<file path="config.mk">
export PLATFORM = sky130hd
export DESIGN_NAME = fifo_rd_stream
export DESIGN_NICKNAME = d
export VERILOG_FILES = /design/src/rtl/fifo_rd_stream.sv
export SDC_FILE = /design/constraint.sdc
export NUM_CORES = 1
export LEC_CHECK = 0
export CAP_MARGIN = 20
export CORE_UTILIZATION = 40
export CTS_BUF_LIST = sky130_fd_sc_hd__clkbuf_16
export CTS_CLUSTER_DIAMETER = 80
export DETAILED_ROUTE_END_ITERATION = 6
export GPL_TIMING_DRIVEN = 0
export PLACE_DENSITY = 0.67
export SLEW_MARGIN = 0
export SYNTH_ARGS = -nofsm -noshare
export SYNTH_HDL_FRONTEND = slang
export SYNTH_SLANG_ARGS = --single-unit
</file>
<file path="constraint.sdc">
create_clock -name clk_rd -period 5.83 [get_ports clk_rd]
set_input_delay 1.166 -clock clk_rd [delete_from_list [all_inputs] [get_ports clk_rd]]
set_output_delay 1.166 -clock clk_rd [all_outputs]
set_load 0.02 [all_outputs]
</file>
<file path="src/rtl/fifo_rd_stream.sv">
// Read-side drain engine for async_fifo: pops the FIFO and re-presents words as a valid/ready stream.
// Optional end-of-packet marker built only when FIFO_RD_STREAM_LAST_EN is defined.
module fifo_rd_stream #(
    parameter int unsigned Width  = 8,
    parameter int unsigned PktLen = 4
) (
    input  logic             clk_rd,
    input  logic             rst_n,
    output logic             o_rd_en,
    input  logic [Width-1:0] i_rd_data,
    input  logic             i_empty,
    output logic             o_valid,
    input  logic             i_ready,
    output logic [Width-1:0] o_data,
    output logic             o_last,
    output logic             o_busy
);

    logic [Width-1:0] buf_mem [2];
    logic             wr_ptr;
    logic             rd_ptr;
    logic [1:0]       count;
    logic             inflight;
    logic             pop;
    logic [2:0]       occ_next;

    // occ_next is the buffer count after this edge; a new pop is only issued
    // when that slot plus the word it launches still fits in two entries.
    always_comb begin
        pop      = o_valid & i_ready;
        occ_next = {1'b0, count} + {2'b00, inflight} - {2'b00, pop};
        o_rd_en  = rst_n & ~i_empty & (occ_next < 3'd2);
    end

    always_ff @(posedge clk_rd or negedge rst_n) begin
        if (!rst_n) begin
            wr_ptr   <= 1'b0;
            rd_ptr   <= 1'b0;
            count    <= '0;
            inflight <= 1'b0;
            for (int unsigned i = 0; i < 2; i++) begin
                buf_mem[i] <= '0;
            end
        end else begin
            inflight <= o_rd_en;
            count    <= occ_next[1:0];
            if (inflight) begin
                buf_mem[wr_ptr] <= i_rd_data;
                wr_ptr          <= ~wr_ptr;
            end
            if (pop) begin
                rd_ptr <= ~rd_ptr;
            end
        end
    end

    assign o_valid = (count != 2'd0);
    assign o_data  = buf_mem[rd_ptr];
    assign o_busy  = (count != 2'd0) | inflight;

`ifdef FIFO_RD_STREAM_LAST_EN
    localparam logic [15:0] LastBeat = 16'(PktLen - 1);

    logic [15:0] beat;

    always_ff @(posedge clk_rd or negedge rst_n) begin
        if (!rst_n) begin
            beat <= '0;
        end else if (pop) begin
            beat <= o_last ? '0 : beat + 16'd1;
        end
    end

    assign o_last = o_valid & (beat == LastBeat);
`else
    // PktLen only matters with the marker enabled; reference it so it is not flagged unused.
    assign o_last = 1'b0 & (PktLen == 0);
`endif

endmodule

</file>
# Word level (Yosys, flattened, before mapping)
# Index checks and enable logic that the tools add are counted.
# classes
addsub	2
n_lt_le_gt_ge	4
n_mux	6
n_bitwise	9
reduce_logical	2
# op_table
operator	n
$mux 8	4
$bwmux 16	1
$demux 8 s1	1
$ge 2x2->1 const B	2
$not 1->2	2
$add 2x1->3	1
$and 1x1->1	3
$lt 3x2->1 const B	1
$not 1->1	3
$sub 3x1->3	1
$lt 2x1->1 const B	1
$reduce_bool 2->1	1
$logic_and 1x1->1	1
$or 1x1->1	1
# word_totals
reg_bits	21
input_bits	12
out_inout_bits	12
elab_cells	29

# Depth between registers and ports, before layout
# Gate-level depths: netlist (run 1).
# depth
ltp_word	6
mapped_depth	7
mapped_depth_nobuf	7

# Worst setup path after synthesis (run 1)
# No wires, ideal clock.
# synth_timing
path_kind	input to output
from	in i_ready
to	out o_rd_en
t_arrival_ns	3.039
required_time_ns	4.664
setup_slack_ns	1.625
cell_stages	7
path_buffers	0
path_cell_list	o21a_1 > ha_1 > inv_1 > ha_1 > fa_1 > xnor2_1 > nor4b_1
# synth_via
elab_chain_cells	4
# synth_lines
element	line_no	text
from (decl)	13	input logic i_ready,
$and 1x1->1	30	pop = o_valid & i_ready;
$sub 3x1->3	31	occ_next = {1'b0, count} + {2'b00, inflight} - {2'b00, pop};
$lt 3x2->1	32	o_rd_en = rst_n & ~i_empty & (occ_next < 3'd2);
$and 1x1->1	32	
to (decl)	9	output logic o_rd_en,
# Every way passes these cells.

# Worst setup path in the final report (run 1)
# layout_timing
from	in i_ready
to	out o_rd_en
# layout_via
elab_chain_cells	4
# layout_lines
element	line_no	text
$and 1x1->1	30	
net pop	24	logic pop;
$sub 3x1->3	31	
$lt 3x2->1	32	
$and 1x1->1	32	
# The timed path passes the listed nets, and every way through them passes these cells.

==> results of run 1 <==
==> power by group <==
part           internal [mW]  switching, mW
clock                 0.0920         0.0510
sequential             0.221         0.0444
combinational          0.241          0.164
==> placed cells by master (no fill, tap or decap), drive strengths merged <==
master	instances
or3	1
clkdlybuf4s50	22
nor4b	1
conb	1
fa	1
o21a	1
buf	3
mux2	24
xor2	2
nand2	1
xnor2	1
inv	4
or2	1
ha	2
clkbuf	3
nor2b	1
dfrtp	21
clkinv	1
==> per-layer routing <==
layer,wire [um],global-route usage,vias to the layer above
met5,0,0,-
met4,43,0.108,0
met3,61,0.0263,4
met2,742,0.218,15
met1,740,0.184,290
li1,-,-,270
==> cell families after synthesis <==
| group | after synthesis |
|---|---|
| compound gates | 1 |
| other cells | 1 |
| fa+ha+maj | 3 |
| mux | 24 |
| xor+xnor | 3 |
| flops | 21 |
| simple gates | 5 |
| buf+inv | 7 |
==> critical path: stages <==
cell,delay (ns)
clkdlybuf4s50_1,0.41
o21a_1,0.13
ha_1,0.27
inv_1,0.04
ha_1,0.18
fa_1,0.38
xnor2_1,0.14
nor4b_1,0.32
clkdlybuf4s50_1,0.68
==> flip-flops by register name, summed over array words and instances (netlist names) <==
register  flops
inflight      1
buf_mem      16
wr_ptr        1
rd_ptr        1
count         2
==> area by class of cell <==
class                   count  share of cell area
multi-input cells          37               0.319
flip-flops and latches     21               0.394
well taps                  28              0.0263
repair buffers             22               0.165
inverters                   4              0.0113
plain buffers               3              0.0244
clock inverters             1             0.00375
clock buffers               3              0.0563
==> path summary, 6_finish.rpt <==
check,to,cells past startpoint,start
setup / recovery,o_rd_en,9,i_ready
hold / removal,buf_mem[2],1,buf_mem[2]
setup reg to reg,inflight,7,count[1]
hold reg to reg,buf_mem[2],1,buf_mem[2]
max in group asynchronous,count[0],1,rst_n
min in group asynchronous,buf_mem[12],1,rst_n
==> stage by stage <==
step / hold slack [ns] / power (mW) / area (um^2) / setup WS (ns)
detailed placement: 0.488 / 0.675 / 1250 / 0.936
global route: 0.522 / 0.871 / 1330 / 0.791
finish: 0.501 / 0.813 / 1330 / 0.956
global placement: 0.481 / 0.667 / 1250 / 0.991
CTS: 0.504 / 0.824 / 1330 / 0.910
floorplan: 0.474 / 0.537 / 998 / 1.62
==> metrics.txt, run 1 <==
Hold Path Class=register to register; Max Cap Viol=0; top cells by count, synth=21 x dfrtp_1, 16 x mux2_2, 8 x mux2_4; library cells used by synthesis=18; io pins=24; Post-DRT Antenna Nets=0; Detailed Route Iter0 Violations=0; clk slew on worst S/H paths=0.06 ns; H-tree depth=1; number of vias per cell=4.87; Seq/Total Area, Yosys=0.526; dpl cells=115; Final Non-Filler Cells=119; fin nets=107; CTS tree=done; Synth area leader=dfrtp_1; CP startpoint kind=input pin; antenna violations before repair=0; global placement routability congestion=0.655; Multi-input gate area=425 um^2; die height=52.0 um; Setup CP Type=input pin to output port; Setup Skew=0.00157 ns; DRT Pass-1 Iters=1; Crit. End Element=output port; diode count=0; period utilization=0.836; total wire length=1590 um; cells after synthesis=65; Post-synth EDFFs=0; wire per inst=13.3 um; Core Area=2280 um^2; actual slew at the worst max-slew pin=0.935 ns; Die ar.=2700 um^2; R2R Setup Slk=3.72 ns; total grt overflow=0; Num CTS Buffers=3; first-pass GRT wire length=2740 um; vias in the first global route=595; dpl hpwl=1090 um; simple logic cell fraction of the synthesized area=0.0426; area added between synthesis and finish=33.6%; setup_tns=0 ns; syn_area_per_cell=15.4 um^2; num rows=17; syn nets=80; crit path max fanout=2; register area=526 um^2; number of fill cells=181; initial core utilization=0.439; Residual DRC=0; clk sinks=21; final core utilization=0.586; VDD IR max=0.316 mV; PostCTS Resize Cnt=0; Final min period=4.87 ns; CTS Root Cell=clkbuf_16; Die Wd=52.0 um; via count=579; CP Data Arrival Time=3.71 ns; CP required=4.66 ns; Final Hold Viols=0; Synth top area share=0.526; largest net degree at the start of global routing=23; #FFs+latches synth=21; Slew Limit Headroom=0.375; mux cell area share after synthesis=0.301; status=finished, final reports clean; Setup Buffers After CTS=0; most frequent cell after synthesis=dfrtp_1; Worst-Skew Late Latency=0.25 ns; ys async rst share=1.00; PortBufs=22; leakage dissipation=0.583 nW; layout cell share with drive strength beyond 1=0.385; GRT Resource Usage Total=0.145; P per Cell Area=609 nW/um^2; post-synthesis xor/xnor area fraction=0.0263; final-report max-slew violation count=0; largest family of logic cells by synthesized area=multiplexers; RSZ-0062 raised after global routing=no; final-report setup violation count=0; Post-Syn Area=998 um^2; synthesized-area fraction occupied by adder cells=0.0451; CTS max path bufs=2; CTS Hold Buffers Added=0; Fmax=0.205 GHz; Yosys Warn Count=0; post-synthesis compound-gate area fraction=0.00752; top cells by area, synth=dfrtp_1 53%, mux2_2 18%, mux2_4 12%; most used flip-flop cell after synthesis=dfrtp_1
Note: power is estimated with default switching activity, not from simulation.
==> run 2: changes to the inputs <==
Clock period 5.83 ns to 5.1 ns, I/O delays scaled along.
==> results of run 2 <==
Same layout as run 1 (identical final DEF). Status: finished, final reports clean.
Among the figures that moved: setup slack after placement 0.936 ns -> 0.498 ns; setup slack after layout 0.956 ns -> 0.518 ns; register-to-register setup slack 3.72 ns -> 2.99 ns; total power 0.813 mW -> 0.929 mW; worst IR drop on VDD 0.316 mV -> 0.361 mV
==> run 3: changes to the inputs <==
Settings changed: GPL_TIMING_DRIVEN 0 to unset.
==> metrics.txt, run 3 (synthesized netlist as in run 1, its figures left out) <==
CTS tree=done; antenna violations before repair=0; reg-to-reg critical path startpoint=count[1]; most frequent cells in the layout=22 x clkdlybuf4s50_1, 21 x dfrtp_1, 16 x mux2_2, 8 x mux2_4, 5 x inv_1; hold_sp=buf_mem[7]; most common cell after layout, fill and taps aside=clkdlybuf4s50_1; via count=569; Largest regs=buf_mem (16), count (2); crit path from=i_ready; PortBufs=22; global placement routability congestion=0.715; clk sinks=21; CP startpoint kind=input pin; status=finished, final reports clean; Largest stage delay, worst path=0.69 ns; Final min period=4.63 ns; GRT Resource Usage Total=0.141; Fmax=0.216 GHz; leakage dissipation=0.572 nW; wire per inst=13.8 um; num rows=17; VDD IR max=0.427 mV; layout cell share with drive strength beyond 1=0.360; Residual DRC=0; max FFs per register=16; Setup Buffers After CTS=0; setup_tns=0 ns; Setup CP Type=input pin to output port; CP Data Arrival Time=3.61 ns; register bank with the most flops=buf_mem; number of vias per cell=4.86; area added between synthesis and finish=31.0%; Die Wd=52.0 um; largest net degree at the start of global routing=23; Post-DRT Antenna Nets=0; Worst-Skew Late Latency=0.25 ns; crit path max fanout=2; Worst path slowest cell=clkdlybuf4s50_1; io pins=24; CP required=4.08 ns; initial core utilization=0.439; fin nets=105; final-report max-slew violation count=0; total grt overflow=0; count of buffer and inverter cells on the critical path=3; family with the most delay on the worst path=buffers and inverters; PostCTS Resize Cnt=0; Final Hold Viols=0; Hold Path Class=register to register; dpl hpwl=1140 um; first-pass GRT wire length=2590 um; Max Cap Viol=0; CTS Root Cell=clkbuf_16; Num CTS Buffers=3; H-tree depth=1; Core Area=2280 um^2; R2R Setup Slk=2.93 ns; Total Power=0.919 mW; Die ar.=2700 um^2; die height=52.0 um; final-report setup violation count=0; CTS Hold Buffers Added=0; CTS max path bufs=2; total wire length=1610 um; vias in the first global route=553; Crit. End Element=output port; period utilization=0.908; diode count=0; P per Cell Area=703 nW/um^2; Detailed Route Iter0 Violations=3; DRT Pass-1 Iters=3; clk slew on worst S/H paths=0.05 ns; Setup Skew=0.00368 ns; critical-path cell list=clkdlybuf4s50_1 > o21a_1 > ha_1 > inv_1 > ha_1 > fa_1 > nor4b_1 > clkdlybuf4s50_1; RSZ-0062 raised after global routing=no
## run 3: worst reg2reg max path: stages, from the launching register on
cell and delay (ns):
dfrtp_1 0.42, o21a_1 0.23, ha_1 0.27, inv_1 0.04
ha_1 0.17, fa_1 0.46, nor4b_1 0.43
## run 3: metrics by stage
step,instance area (um^2),instances,setup slack (ns),hold slack (ns),util
floorplan,998,65,1.19,0.474,-
global placement,1230,113,0.566,0.481,0.540
detailed placement,1230,113,0.451,0.489,0.540
CTS,1310,117,0.443,0.503,0.574
global route,1310,117,0.375,0.519,0.574
finish,1310,117,0.467,0.498,0.574
## run 3: power breakdown
group	internal (mW)	leakage (nW)	total, mW	switching, mW
clock	0.104	0.0423	0.159	0.0552
sequential	0.252	0.252	0.318	0.0662
combinational	0.267	0.278	0.441	0.174
## run 3: layout make-up
cell class | instances | area [um^2]
clock buffer | 3 | 75.1
tap | 28 | 35.0
sequential | 21 | 526
fill | 183 | 968
clock inverter | 1 | 3.75
timing repair buffer | 23 | 228
inverter | 4 | 15.0
multi-input combinational | 37 | 425
## run 3: metal layers
layer	routed length, um	track usage	part of all wire
met1	745	0.182	0.46
met4	25	0.0811	0.016
met3	76	0.0526	0.047
met5	0	0	0
met2	764	0.199	0.47
## run 3: worst paths after layout
check                           cells past startpoint     endpoint
worst max register to register                      6     inflight
max in group asynchronous                           2  buf_mem[10]
worst min-delay path                                1   buf_mem[7]
min in group asynchronous                           2   buf_mem[3]
worst max-delay path                                8      o_rd_en
worst min register to register                      1   buf_mem[7]
